$ cat src/rtl/mmio_uart_tx.sv
// Memory-mapped UART transmitter: each MMIO write strobe queues one byte in a
// small FIFO, and an 8N1 serializer drains the FIFO back-to-back.
module mmio_uart_tx #(
  parameter int CLKS_PER_BIT = 868,
  parameter int FIFO_DEPTH   = 16
) (
  input  logic        clk,
  input  logic        Rst,
  input  logic        mmio_wea,
  input  logic [31:0] mmio_dat,
  output logic        tx,
  output logic        mmio_read,
  output logic        fifo_full,
  output logic        tx_busy,
  output logic        overflow
);

  localparam int AW = $clog2(FIFO_DEPTH);
  localparam logic [AW:0] DEPTH_C   = (AW+1)'(FIFO_DEPTH);
  localparam logic [15:0] BAUD_LAST = 16'(CLKS_PER_BIT - 1);

  localparam logic [1:0] IDLE  = 2'd0;
  localparam logic [1:0] START = 2'd1;
  localparam logic [1:0] DATA  = 2'd2;
  localparam logic [1:0] STOP  = 2'd3;

  logic [7:0]    mem_q [FIFO_DEPTH];
  logic [AW-1:0] wr_ptr_q, wr_ptr_d, rd_ptr_q, rd_ptr_d;
  logic [AW:0]   count_q, count_d;
  logic [1:0]    state_q, state_d;
  logic [15:0]   baud_q, baud_d;
  logic [2:0]    bit_idx_q, bit_idx_d;
  logic [7:0]    shift_q, shift_d;
  logic          tx_q, tx_d;
  logic          mmio_read_q, mmio_read_d;
  logic          overflow_q, overflow_d;
  logic          baud_end, pop, push;

  // Only the low byte is transmitted; the upper bits are deliberately dropped.
  logic unused_dat;
  assign unused_dat = ^mmio_dat[31:8];

  always_comb begin
    baud_end = (baud_q == BAUD_LAST);
    pop      = (count_q != '0) && ((state_q == IDLE) || (state_q == STOP && baud_end));
    // A pop on the same edge frees a slot, so a full FIFO can still accept.
    push     = mmio_wea && ((count_q != DEPTH_C) || pop);

    state_d   = state_q;
    baud_d    = baud_q;
    bit_idx_d = bit_idx_q;
    shift_d   = shift_q;

    case (state_q)
      IDLE: begin
        if (pop) begin
          shift_d = mem_q[rd_ptr_q];
          baud_d  = '0;
          state_d = START;
        end
      end
      START: begin
        baud_d = baud_q + 16'd1;
        if (baud_end) begin
          baud_d    = '0;
          bit_idx_d = '0;
          state_d   = DATA;
        end
      end
      DATA: begin
        baud_d = baud_q + 16'd1;
        if (baud_end) begin
          baud_d    = '0;
          shift_d   = {1'b0, shift_q[7:1]};
          bit_idx_d = bit_idx_q + 3'd1;
          if (bit_idx_q == 3'd7) state_d = STOP;
        end
      end
      default: begin
        baud_d = baud_q + 16'd1;
        if (baud_end) begin
          baud_d = '0;
          if (pop) begin
            shift_d = mem_q[rd_ptr_q];
            state_d = START;
          end else begin
            state_d = IDLE;
          end
        end
      end
    endcase

    // Line level follows the state being entered so tx stays a pure flop.
    case (state_d)
      START:   tx_d = 1'b0;
      DATA:    tx_d = shift_d[0];
      default: tx_d = 1'b1;
    endcase

    wr_ptr_d    = wr_ptr_q + AW'(push);
    rd_ptr_d    = rd_ptr_q + AW'(pop);
    count_d     = count_q + (AW+1)'(push) - (AW+1)'(pop);
    mmio_read_d = push;
    overflow_d  = overflow_q | (mmio_wea & ~push);
  end

  always_ff @(posedge clk) begin
    if (Rst) begin
      state_q     <= IDLE;
      baud_q      <= '0;
      bit_idx_q   <= '0;
      shift_q     <= '0;
      tx_q        <= 1'b1;
      wr_ptr_q    <= '0;
      rd_ptr_q    <= '0;
      count_q     <= '0;
      mmio_read_q <= 1'b0;
      overflow_q  <= 1'b0;
    end else begin
      state_q     <= state_d;
      baud_q      <= baud_d;
      bit_idx_q   <= bit_idx_d;
      shift_q     <= shift_d;
      tx_q        <= tx_d;
      wr_ptr_q    <= wr_ptr_d;
      rd_ptr_q    <= rd_ptr_d;
      count_q     <= count_d;
      mmio_read_q <= mmio_read_d;
      overflow_q  <= overflow_d;
    end
  end

  // Storage has no reset; an empty count makes stale entries unreachable.
  always_ff @(posedge clk) begin
    if (push && !Rst) mem_q[wr_ptr_q] <= mmio_dat[7:0];
  end

  assign tx        = tx_q;
  assign mmio_read = mmio_read_q;
  assign overflow  = overflow_q;
  assign fifo_full = (count_q == DEPTH_C);
  assign tx_busy   = (state_q != IDLE) || (count_q != '0);

endmodule

$ cat config.mk
export PLATFORM = sky130hd
export DESIGN_NAME = mmio_uart_tx
export DESIGN_NICKNAME = d
export VERILOG_FILES = /design/src/rtl/mmio_uart_tx.sv
export SDC_FILE = /design/constraint.sdc
export NUM_CORES = 1
export LEC_CHECK = 0
export BUFFER_PORTS_ARGS = -buffer_cell sky130_fd_sc_hd__buf_2
export CAP_MARGIN = 10
export CORE_MARGIN = 2
export CORE_UTILIZATION = 40
export CTS_BUF_LIST = sky130_fd_sc_hd__clkbuf_16
export CTS_CLUSTER_DIAMETER = 150
export CTS_CLUSTER_SIZE = 20
export DETAILED_ROUTE_END_ITERATION = 16
export PLACE_DENSITY_LB_ADDON = 0.08
export SLEW_MARGIN = 5
export SYNTH_ARGS = -nofsm -noshare
export SYNTH_HDL_FRONTEND = slang
export SYNTH_SLANG_ARGS = --single-unit
$ cat constraint.sdc
create_clock -name clk -period 4.34 [get_ports clk]
set_input_delay 0.434 -clock clk [delete_from_list [all_inputs] [get_ports clk]]
set_output_delay 0.434 -clock clk [all_outputs]
set_load 0.02 [all_outputs]
==> metrics <==
status finished, final reports clean; DRC Markers 0; Post-DRT Antenna Nets 0; Worst path depth 8; fin area around 8500 um^2; First DRT Iteration DRCs between 300 and 400; clock slew at the register clock pins of the worst setup and hold paths around 0.07 ns; worst path bufs/invs 2; Port Buffers 15; via density per instance between 5 and 6; RR Startpoint baud_q[0]; CP dominant cell by count buf_4; WL/cell 20.2 um; Synth Register Bits around 170; final hold vios 0; # Max-Cap Violations 0; Crit Path Category register to register; Yosys top cell area share 0.514; routed via count around 4600; RSZ-0062 raised after global routing false; arrival time at the worst endpoint approximately 3.7 ns; period utilization 0.810; largest net degree at the start of global routing a little under 50; Setup Skew 0.0114 ns; Warnings, synthesis 0; Netlist cell types 55; Req. time, crit path 4.48 ns; Final Max Tran Viols 0; total setup buffers inserted after CTS 0; CP startpoint baud_q[0]; Detailed Routing Iterations Pass 1 6; core area approximately 19000 um^2; die width ~140 um; CTS HTree Levels 4; Hold Path Class input pin to register; Main synth FF type edfxtp_1; TritonCTS buffer count 17; Post-Syn Area approximately 7500 um^2; GRT Util Overall 0.178; HPWL after DPL ~11000 um; Max clock buf depth 2; endpoints failing setup 0; Cells after Synth approximately 550; Tightest Pin Transition 0.920 ns; Post-CTS Resized 0; pre-CTS setup slack approximately 0.85 ns; top cell family by delay on the critical path simple AND/OR/NAND/NOR gates; WL final ~16000 um; Rows 50; CP max FO 17; nets approximately 620; CP max stage cell or3b_1; global route overflow 0; EDFF count, synth approximately 130; Area after DPL slightly below 8000 um^2; Area contributors post-synth edfxtp_1 51%, dfxtp_1 12%, mux4_2 5.4%; Cell Pwr Density 518 nW/um^2; Core Util, Final 0.459; first-pass GRT wire length ~26000 um; number of global-route vias before repair about 4700; Commonest cells post-synth 128 x edfxtp_1, 45 x dfxtp_1, 35 x nand2_1, 33 x nor2_1, 31 x mux2i_1; count leader, synth edfxtp_1; initial antenna violation count 0; cts hold-fix bufs 0; end of the critical path mem_q[11][3]; Final TNS setup 0 ns; Ant. Diodes 0; Fmax achieved ~280 MHz; VDD IR max ~0.00028 V; total chip power ~4.4 mW; Die Y between 100 and 150 um; gpl congestion between 0.7 and 0.8; Area Growth Syn to Fin 13.5%; syn_nets 593; Async SR Flop Fraction 0; crit path cell chain ha_1 -> or3b_2 -> nor4_4 -> buf_4 -> a31oi_1 -> or3b_1 -> nor3_1 -> buf_4; leakage ~2.8 nW; Max-slew headroom 0.387; Min Clock Period, post-route ~3.5 ns; Hold WS around 0.28 ns; Crit. End Element register; cells on worst reg2reg path 8; biggest cell delay along the critical path 0.74 ns; clk sink count 173; share of cells above drive strength 1 0.187; R2R Path End mem_q[11][3]; Layout Cells excl Fill roughly 820; Die Area 19800 um^2; CTS root buf clkbuf_16; area leader, netlist edfxtp_1; Inst Count DP a little under 800; r2r setup slk around 0.83 ns; CTS tree yes; sequential-to-total area share from yosys stat 0.634; clk_lat worst skew approximately 0.43 ns; post-route setup slack approximately 0.83 ns; I/O pin cnt 40; Avg Inst Size Synth 13.7 um^2; Initial Utilization 0.404; CP Launch Type register
## where the power goes
group / switching [mW] / internal, mW / total [mW]
registers: 0.0909 / 1.86 / 1.96
clock network: 0.692 / 0.812 / 1.50
logic: 0.534 / 0.407 / 0.941
total: 1.32 / 3.08 / 4.40
## per-layer routing
| layer | up-vias | share of wire | track usage |
|---|---|---|---|
| met5 | - | 0 | 0 |
| met4 | 0 | 0.017 | 0.0605 |
| met3 | 20 | 0.035 | 0.0363 |
| met2 | 75 | 0.51 | 0.305 |
| met1 | 2307 | 0.43 | 0.225 |
| li1 | 2184 | - | - |
## cell families (layout without fill, tap and decap cells)
| group | after synthesis | after routing | synth area share |
|---|---|---|---|
| fa+ha+maj | 14 | 14 | 0.0241 |
| xor+xnor | 7 | 7 | 0.00819 |
| mux | 50 | 50 | 0.0972 |
| flops | 173 | 173 | 0.634 |
| simple gates | 154 | 154 | 0.114 |
| buf+inv | 45 | 82 | 0.0263 |
| compound gates | 102 | 102 | 0.0963 |
## tightest hold or removal path: cells and delay by family
kind	cells	cell delay (ns)
compound gates	1	0.06
buf+inv	1	0.12
simple gates	1	0.06
## final cells by class
| cell class | count | area (um^2) |
|---|---|---|
| repair buffers | 38 | 260 |
| clock buffers | 17 | 425 |
| clock inverters | 15 | 154 |
| multi-input cells | 327 | 2570 |
| flip-flops and latches | 173 | 4750 |
| fillers | 1687 | 10000 |
| well taps | 234 | 293 |
| inverters | 12 | 45.0 |
## layout by cell type, fill, tap and decap left out, drive strengths merged, types with 3 or more instances in the layout
| cell type | count |
|---|---|
| o311a | 3 |
| clkbuf | 17 |
| a221oi | 20 |
| nand2b | 7 |
| a22oi | 4 |
| mux4 | 18 |
| edfxtp | 128 |
| and3 | 5 |
| xor2 | 3 |
| nor2 | 33 |
| or4 | 5 |
| mux2i | 31 |
| buf | 38 |
| a311oi | 10 |
| nand3 | 13 |
| nand2 | 35 |
| and2 | 3 |
| o22ai | 7 |
| ha | 12 |
| a211oi | 7 |
| dfxtp | 45 |
| xnor2 | 4 |
| o21a | 7 |
| clkinv | 6 |
| nor3 | 22 |
| nor2b | 7 |
| a21oi | 21 |
| a31oi | 4 |
| or3 | 4 |
| inv | 19 |
| o21ai | 12 |
| nor4 | 10 |
## registers in the layout, summed over array words and instances, names as in the netlist
name / cells
mem_q: 128
baud_q: 16
shift_q: 8
count_q: 5
rd_ptr_q: 4
wr_ptr_q: 4
bit_idx_q: 3
state_q: 2
mmio_read: 1
overflow: 1
tx: 1
## worst min-delay path by stage
stage          cells past startpoint        from    endpoint
2_1_floorplan                      1  baud_q[15]  baud_q[15]
3_3_place_gp                       2    overflow    overflow
5_1_grt                            3    mmio_wea    overflow
6_report                           3    mmio_wea    overflow
4_1_cts                            3    mmio_wea    overflow
3_5_place_dp                       2    overflow    overflow
(Power assumes the default switching activity.)
